[config.mk]
export PLATFORM = sky130hd
export DESIGN_NAME = pipe_control
export DESIGN_NICKNAME = d
export VERILOG_FILES = /design/src/rtl/ctrl_pkg.sv /design/src/rtl/ctrl_decode.sv /design/src/rtl/pipe_control.sv
export SDC_FILE = /design/constraint.sdc
export NUM_CORES = 1
export LEC_CHECK = 0
export ABC_CLOCK_PERIOD_IN_PS = 7200
export BUFFER_PORTS_ARGS = -buffer_cell sky130_fd_sc_hd__buf_2
export CORE_MARGIN = 1.5
export CORE_UTILIZATION = 30
export DETAILED_ROUTE_END_ITERATION = 8
export GPL_TIMING_DRIVEN = 0
export PLACE_DENSITY = 0.59
export REMOVE_ABC_BUFFERS = 1
export SLEW_MARGIN = 20
export SYNTH_ARGS = -nofsm -noshare
export SYNTH_HDL_FRONTEND = slang
export SYNTH_SLANG_ARGS = --single-unit
[constraint.sdc]
create_clock -name clk -period 7.2 [get_ports clk]
set_input_delay 0.72 -clock clk [delete_from_list [all_inputs] [get_ports clk]]
set_output_delay 0.72 -clock clk [all_outputs]
set_load 0.02 [all_outputs]
[src/rtl/ctrl_pkg.sv]
// Shared types and encodings for the pipelined LEGv8 control unit.
// ctrl_t travels through the stage registers; id_info_t is consumed in ID only.
package ctrl_pkg;

    localparam logic [2:0] ALU_PASS = 3'b000;
    localparam logic [2:0] ALU_ADD  = 3'b010;
    localparam logic [2:0] ALU_SUB  = 3'b011;

    localparam logic [1:0] SRC_REG    = 2'b00;
    localparam logic [1:0] SRC_DADDR9 = 2'b01;
    localparam logic [1:0] SRC_IMM12  = 2'b10;
    localparam logic [1:0] SRC_MOV    = 2'b11;

    localparam logic [10:0] OP_ADDI  = 11'b1001000100?;
    localparam logic [10:0] OP_ADDS  = 11'b10101011000;
    localparam logic [10:0] OP_SUBS  = 11'b11101011000;
    localparam logic [10:0] OP_B     = 11'b000101?????;
    localparam logic [10:0] OP_BCOND = 11'b01010100???;
    localparam logic [10:0] OP_CBZ   = 11'b10110100???;
    localparam logic [10:0] OP_LDUR  = 11'b11111000010;
    localparam logic [10:0] OP_LDURB = 11'b00111000010;
    localparam logic [10:0] OP_STUR  = 11'b11111000000;
    localparam logic [10:0] OP_STURB = 11'b00111000000;
    localparam logic [10:0] OP_MOVZ  = 11'b110100101??;
    localparam logic [10:0] OP_MOVK  = 11'b111100101??;

    typedef struct packed {
        logic [2:0] alu_op;
        logic [1:0] alu_src;
        logic       set_flag;
        logic       is_movz;
        logic       is_mov;
        logic       mem_write;
        logic       mem_read;
        logic       mem_ze;
        logic [3:0] xfer_size;
        logic       reg_write;
        logic       mem_to_reg;
    } ctrl_t;

    typedef struct packed {
        logic uncond;
        logic cbz;
        logic blt;
        logic use_rn;
        logic use_rb;
    } id_info_t;

    localparam ctrl_t    CTRL_BUBBLE = '0;
    localparam id_info_t ID_NONE     = '0;

endpackage

[src/rtl/ctrl_decode.sv]
// Combinational LEGv8 decoder: opcode field to control bundle and register indices.
module ctrl_decode
    import ctrl_pkg::*;
#(
    parameter int REG_AW = 5
) (
    input  logic [31:0]       instr,
    output ctrl_t             ctrl,
    output id_info_t          info,
    output logic [REG_AW-1:0] rn,
    output logic [REG_AW-1:0] rb,
    output logic [REG_AW-1:0] rd
);

    logic       rb_hi;
    logic       unused_bits;
    logic [10:0] op;

    assign op          = instr[31:21];
    assign rn          = instr[5 +: REG_AW];
    assign rd          = instr[0 +: REG_AW];
    assign rb          = rb_hi ? instr[16 +: REG_AW] : instr[0 +: REG_AW];
    assign unused_bits = ^instr;

    always_comb begin
        ctrl  = CTRL_BUBBLE;
        info  = ID_NONE;
        rb_hi = 1'b0;
        casez (op)
            OP_ADDI: begin
                ctrl.alu_op    = ALU_ADD;
                ctrl.alu_src   = SRC_IMM12;
                ctrl.reg_write = 1'b1;
                info.use_rn    = 1'b1;
            end
            OP_ADDS, OP_SUBS: begin
                ctrl.alu_op    = (op == OP_SUBS) ? ALU_SUB : ALU_ADD;
                ctrl.alu_src   = SRC_REG;
                ctrl.set_flag  = 1'b1;
                ctrl.reg_write = 1'b1;
                info.use_rn    = 1'b1;
                info.use_rb    = 1'b1;
                rb_hi          = 1'b1;
            end
            OP_B:     info.uncond = 1'b1;
            OP_BCOND: info.blt    = 1'b1;
            OP_CBZ: begin
                info.cbz    = 1'b1;
                info.use_rb = 1'b1;
            end
            OP_LDUR, OP_LDURB: begin
                ctrl.alu_op     = ALU_ADD;
                ctrl.alu_src    = SRC_DADDR9;
                ctrl.mem_read   = 1'b1;
                ctrl.reg_write  = 1'b1;
                ctrl.mem_to_reg = 1'b1;
                ctrl.mem_ze     = (op == OP_LDURB);
                ctrl.xfer_size  = (op == OP_LDURB) ? 4'b0001 : 4'b1000;
                info.use_rn     = 1'b1;
            end
            OP_STUR, OP_STURB: begin
                ctrl.alu_op    = ALU_ADD;
                ctrl.alu_src   = SRC_DADDR9;
                ctrl.mem_write = 1'b1;
                ctrl.xfer_size = (op == OP_STURB) ? 4'b0001 : 4'b1000;
                info.use_rn    = 1'b1;
                info.use_rb    = 1'b1;
            end
            OP_MOVZ, OP_MOVK: begin
                ctrl.alu_op    = ALU_PASS;
                ctrl.alu_src   = SRC_MOV;
                ctrl.is_mov    = 1'b1;
                ctrl.is_movz   = (op[10:2] == OP_MOVZ[10:2]);
                ctrl.reg_write = 1'b1;
                info.use_rb    = 1'b1;
            end
            default: ;
        endcase
        // Writes to XZR are discarded here so they can never look like a producer downstream.
        ctrl.reg_write = ctrl.reg_write & (rd != '1);
    end

endmodule

[src/rtl/pipe_control.sv]
// LEGv8 pipelined control: ID decode, ID/EX..MEM/WB control registers, NZVC flags,
// hazard stalls, EX forwarding selects and ID-stage branch resolution.
module pipe_control
    import ctrl_pkg::*;
#(
    parameter int REG_AW      = 5,
    parameter bit FLAG_FWD_EN = 1'b1,
    parameter bit DATA_FWD_EN = 1'b1
) (
    input  logic              clk,
    input  logic              reset,
    input  logic [31:0]       instr_id,
    input  logic              instr_valid,
    input  logic [3:0]        ex_flags_in,
    input  logic              cbz_zero,
    output logic              stall,
    output logic              flush,
    output logic              br_taken,
    output logic              uncond_br,
    output logic [3:0]        flags,
    output logic [2:0]        ex_alu_op,
    output logic [1:0]        ex_alu_src,
    output logic              ex_set_flag,
    output logic              ex_is_movz,
    output logic              ex_is_mov,
    output logic [1:0]        fwd_a,
    output logic [1:0]        fwd_b,
    output logic              mem_write,
    output logic              mem_read,
    output logic              mem_ze,
    output logic [3:0]        mem_xfer_size,
    output logic              wb_reg_write,
    output logic              wb_mem_to_reg,
    output logic [REG_AW-1:0] wb_rd
);

    localparam logic [REG_AW-1:0] XZR = '1;

    ctrl_t             dec_ctrl, id_ctrl, ex_ctrl;
    id_info_t          dec_info, id_info;
    logic [REG_AW-1:0] id_rn, id_rb, id_rd, ex_rd, mem_rd;
    logic              mem_reg_write, mem_mem_to_reg;
    logic              ex_wr, mem_wr;
    logic              a_ex, b_ex, a_mem, b_mem;
    logic              load_use, cbz_haz, flag_haz, raw_haz, lt;
    logic [3:0]        br_flags;
    logic [1:0]        fwd_a_nxt, fwd_b_nxt;

    ctrl_decode #(.REG_AW(REG_AW)) u_decode (
        .instr (instr_id),
        .ctrl  (dec_ctrl),
        .info  (dec_info),
        .rn    (id_rn),
        .rb    (id_rb),
        .rd    (id_rd)
    );

    always_comb begin
        id_ctrl = instr_valid ? dec_ctrl : CTRL_BUBBLE;
        id_info = instr_valid ? dec_info : ID_NONE;

        ex_wr  = ex_ctrl.reg_write && (ex_rd != XZR);
        mem_wr = mem_reg_write && (mem_rd != XZR);
        a_ex   = id_info.use_rn && (id_rn != XZR) && (id_rn == ex_rd);
        b_ex   = id_info.use_rb && (id_rb != XZR) && (id_rb == ex_rd);
        a_mem  = id_info.use_rn && (id_rn != XZR) && (id_rn == mem_rd);
        b_mem  = id_info.use_rb && (id_rb != XZR) && (id_rb == mem_rd);

        load_use = ex_ctrl.mem_read && (ex_rd != XZR) && (a_ex || b_ex);
        cbz_haz  = id_info.cbz && ((ex_wr && b_ex) || (mem_wr && b_mem));
        flag_haz = !FLAG_FWD_EN && id_info.blt && ex_ctrl.set_flag;
        raw_haz  = !DATA_FWD_EN && ((ex_wr && (a_ex || b_ex)) || (mem_wr && (a_mem || b_mem)));
        stall    = load_use || cbz_haz || flag_haz || raw_haz;

        // With flag forwarding off, a flag-setting EX stalls B.LT, so this mux then only ever sees the register.
        br_flags  = ex_ctrl.set_flag ? ex_flags_in : flags;
        lt        = br_flags[3] ^ br_flags[1];
        uncond_br = !stall && id_info.uncond;
        br_taken  = !stall && (id_info.uncond || (id_info.cbz && cbz_zero) || (id_info.blt && lt));
        flush     = br_taken;

        fwd_a_nxt = 2'b00;
        fwd_b_nxt = 2'b00;
        if (DATA_FWD_EN && !stall) begin
            if (ex_wr && a_ex)        fwd_a_nxt = 2'b01;
            else if (mem_wr && a_mem) fwd_a_nxt = 2'b10;
            if (ex_wr && b_ex)        fwd_b_nxt = 2'b01;
            else if (mem_wr && b_mem) fwd_b_nxt = 2'b10;
        end
    end

    always_ff @(posedge clk) begin
        if (reset) begin
            ex_ctrl        <= CTRL_BUBBLE;
            ex_rd          <= '0;
            fwd_a          <= '0;
            fwd_b          <= '0;
            mem_write      <= 1'b0;
            mem_read       <= 1'b0;
            mem_ze         <= 1'b0;
            mem_xfer_size  <= '0;
            mem_reg_write  <= 1'b0;
            mem_mem_to_reg <= 1'b0;
            mem_rd         <= '0;
            wb_reg_write   <= 1'b0;
            wb_mem_to_reg  <= 1'b0;
            wb_rd          <= '0;
            flags          <= '0;
        end else begin
            ex_ctrl        <= stall ? CTRL_BUBBLE : id_ctrl;
            ex_rd          <= stall ? '0 : id_rd;
            fwd_a          <= fwd_a_nxt;
            fwd_b          <= fwd_b_nxt;
            mem_write      <= ex_ctrl.mem_write;
            mem_read       <= ex_ctrl.mem_read;
            mem_ze         <= ex_ctrl.mem_ze;
            mem_xfer_size  <= ex_ctrl.xfer_size;
            mem_reg_write  <= ex_ctrl.reg_write;
            mem_mem_to_reg <= ex_ctrl.mem_to_reg;
            mem_rd         <= ex_rd;
            wb_reg_write   <= mem_reg_write;
            wb_mem_to_reg  <= mem_mem_to_reg;
            wb_rd          <= mem_rd;
            if (ex_ctrl.set_flag) flags <= ex_flags_in;
        end
    end

    assign ex_alu_op   = ex_ctrl.alu_op;
    assign ex_alu_src  = ex_ctrl.alu_src;
    assign ex_set_flag = ex_ctrl.set_flag;
    assign ex_is_movz  = ex_ctrl.is_movz;
    assign ex_is_mov   = ex_ctrl.is_mov;

endmodule

==> flow_summary_export.csv <==
group,metric,value,unit
outcome,outcome,"complete, no violations",
detailed_routing,drc,0,
layout,final_common_cell,"buf_2",
synthesis,synth_edf_count,0,
layout,area_growth,19.4,%
worst_setup_path,reg2regPathDepth,7,
worst_setup_path,worst_path_most_repeated_cell,"buf_2",
layout,fin_nets,332,
layout,largest-register,"ex_ctrl",
min_path,hold_path.class,"flip-flop to flip-flop",
layout,final_core_util,37.7,%
synthesis,synth_area,2190,sq um
power_and_ir_drop,pwr-share-clk,34.1,%
synthesis,synth.distinct_cells,49,
synthesis,synth.avg_cell_area,9.33,sq um
timing,setup_viol,0,
power_and_ir_drop,power_frac_comb,11.5,%
worst_setup_path,worst_ep_required_time,6.48,ns
detailed_routing,route.vias.total,1877,
layout,design_area,2620,sq um
power_and_ir_drop,finalPower,0.462,mW
worst_setup_path,endpoint_kind,"primary output",
clocking,hold_buffers,0,
floorplanning,boundaryPins,74,
timing,slew_viol_final,0,
timing,rsz0062_at_grt,"false",
floorplanning,die_w,88.5,um
worst_setup_path,crit_fanout,7,
floorplanning,die_y,88.5,um
synthesis,yosysWarnings,0,
timing,worstMarginPinSlew,0.597,ns
power_and_ir_drop,cellInternalPower,0.337,mW
worst_setup_path,worstPathCellList,"buf_2, nor4b_4, and4_1, mux2i_2, xor2_2, and3_2, a2111o_1, nor2_1, buf_2",
place,placed_area,2530,sq um
worst_setup_path,critPathMaxStageDelay,0.49,ns
detailed_routing,dr.pass1.iters,4,
worst_setup_path,cpMaxStageDelayCell,"and4_1",
synthesis,syn_inst,235,
clocking,clkLatencyLatePin,0.30,ns
synthesis,yosysSeqAreaShare,40.2,%
detailed_routing,drtIter0Drc,118,
clocking,clock-root-buffer,"clkbuf_8",
clocking,cts_tree,"yes",
synthesis,synth_top_area_share,40.2,%
layout,finalNonFillerCells,389,
layout,seq_area,881,sq um
synthesis,async_reset_ff_share,0,%
power_and_ir_drop,pwr-share-seq,54.4,%
detailed_routing,ant_nets,0,
min_path,hold_depth,1,
clocking,clock-sinks,44,
timing,finalCritPeriodShare,55.7,%
detailed_routing,avgViaCountPerCell,4.83,
worst_setup_path,startpoint_type,"input pin",
detailed_routing,wire_per_inst,13.5,um
synthesis,synth_top_cells_by_area,"dfxtp_1 (40%), nor2b_1 (5.7%), xor2_1 (5.2%), xnor2_1 (4.8%), mux2i_1 (4.1%)",
min_path,hold_path_end,"mem_xfer_size[3]",
timing,fin_tns_setup,0,ns
layout,largest_register_ffs,6,
place,portBuffers,64,
worst_setup_path,timing.rr.start,"ex_rd[2]",
global_routing,grt_max_degree,32,
floorplanning,start_util,31.6,%
floorplanning,coreArea,6940,sq um
place,dp_cells,381,
worst_setup_path,regToRegSetupSlack,5.03,ns
clocking,cts_resized,0,
power_and_ir_drop,p_leak,1.07,nW
clocking,clk_pin_slew,0.09,ns
synthesis,synth_ff_type,"dfxtp_1",
clocking,htree_levels,2,
detailed_routing,routed_wl,5.25,mm
flow_run,maxCapViolCount,0,
place,place_hpwl,4.03,mm
timing,skew,0.00714,ns
global_routing,antenna_found_initial,0,
layout,final_cell_mix,"buf_2 (64), dfxtp_1 (44), nor2b_1 (20), nor2_1 (19)",
global_routing,grt_pass1_vias,1736,
clocking,clockBufferDepth,2,
floorplanning,die_area,7830,sq um
layout,n_antenna_cell,0,
min_path,min-delay-start,"ex_ctrl[5]",
floorplanning,num_rows,30,
layout,drive_above_1_share,29.4,%
clocking,cts-buffers-inserted,5,
place,place_congestion,0.871,
timing,fmaxAchievable,249,MHz
global_routing,gr-total-overflow,0,
timing,period_needed,4.01,ns
synthesis,synth-seq-cells,44,
worst_setup_path,critical_path_class,"input pin to primary output",
power_and_ir_drop,p_switching,0.124,mW
worst_setup_path,regToRegEndpoint,"ex_ctrl[1]",
layout,fillCellCount,720,
power_and_ir_drop,ir_worst_vdd,0.0689,mV
worst_setup_path,crit_arrival,3.29,ns
global_routing,grt_pass1_wl,8.29,mm
synthesis,synth_area_leader_cell,"dfxtp_1",
layout,multiInputGateArea,1190,sq um
timing,final-hold-violation-count,0,
clocking,postCtsSetupRepairBufs,0,
global_routing,gr-usage-all-layers,13.9,%
timing,relSlewSlack,60.2,%
power_and_ir_drop,powerDensity,176,nW/um^2
power_and_ir_drop,p_sw_share,27.0,%
-- cell families after synthesis --
kind of cell           synth area share [%]
AND/OR/NAND/NOR                        31.6
buffers and inverters                  5.93
flip-flops                             40.2
AO/OA/AOI/OAI                          6.68
multiplexers                           4.73
XOR/XNOR                               10.7
other                                 0.171
-- synthesized netlist by cell type, drive strengths merged, types with 4 or more instances --
cell type	n
nor3	10
nand2	13
buf	11
nand4	9
nor4	5
nor3b	5
nand3	10
a21oi	5
inv	4
nand4b	4
nor2	19
mux2i	10
nor2b	20
clkbuf	5
and3	6
xor2	14
dfxtp	44
xnor2	12
-- power by group through the flow --
stage	Clock (mW)	Combinational [mW]	Sequential (mW)
3_5_place_dp	0	0.0527	0.257
3_3_place_gp	0	0.0521	0.257
5_1_grt	0.174	0.0586	0.252
6_report	0.157	0.0533	0.251
4_1_cts	0.163	0.0528	0.251
2_1_floorplan	0	0.0265	0.257
-- worst max path at each step --
stage	to	from	slack [ns]
2_1_floorplan	br_taken	instr_id[26]	3.44
3_3_place_gp	br_taken	instr_id[26]	3.27
3_5_place_dp	br_taken	instr_id[26]	3.21
4_1_cts	br_taken	instr_id[26]	3.21
5_1_grt	br_taken	instr_id[26]	3.05
6_report	flush	instr_id[26]	3.19
-- critical path, delay by kind of cell --
kind | cells | cell delay (ns)
simple gates | 4 | 1.22
mux | 1 | 0.37
compound gates | 1 | 0.48
xor+xnor | 1 | 0.17
buf+inv | 2 | 0.32
-- metal layers --
metal	part of all wire [%]	global-route usage, %	vias up
li1	-	-	936
met1	47	17.6	869
met2	46	23.0	64
met3	5.5	4.10	8
met4	1.1	4.12	0
met5	0	0	-
-- area by class of cell --
type / count / area share, %
well taps: 96 / 4.59
multi-input cells: 173 / 45.4
flip-flops and latches: 44 / 33.6
clock buffers: 5 / 2.63
inverters: 4 / 0.573
repair buffers: 64 / 12.2
clock inverters: 3 / 0.908
-- through the flow --
stage                     setup slack [ns]  hold slack, ns
final                                 3.19           0.440
after global routing                  3.05           0.458
after CTS                             3.21           0.442
after detailed placement              3.21           0.421
after global placement                3.27           0.423
after floorplan                       3.44           0.414
(Power assumes the default switching activity.)
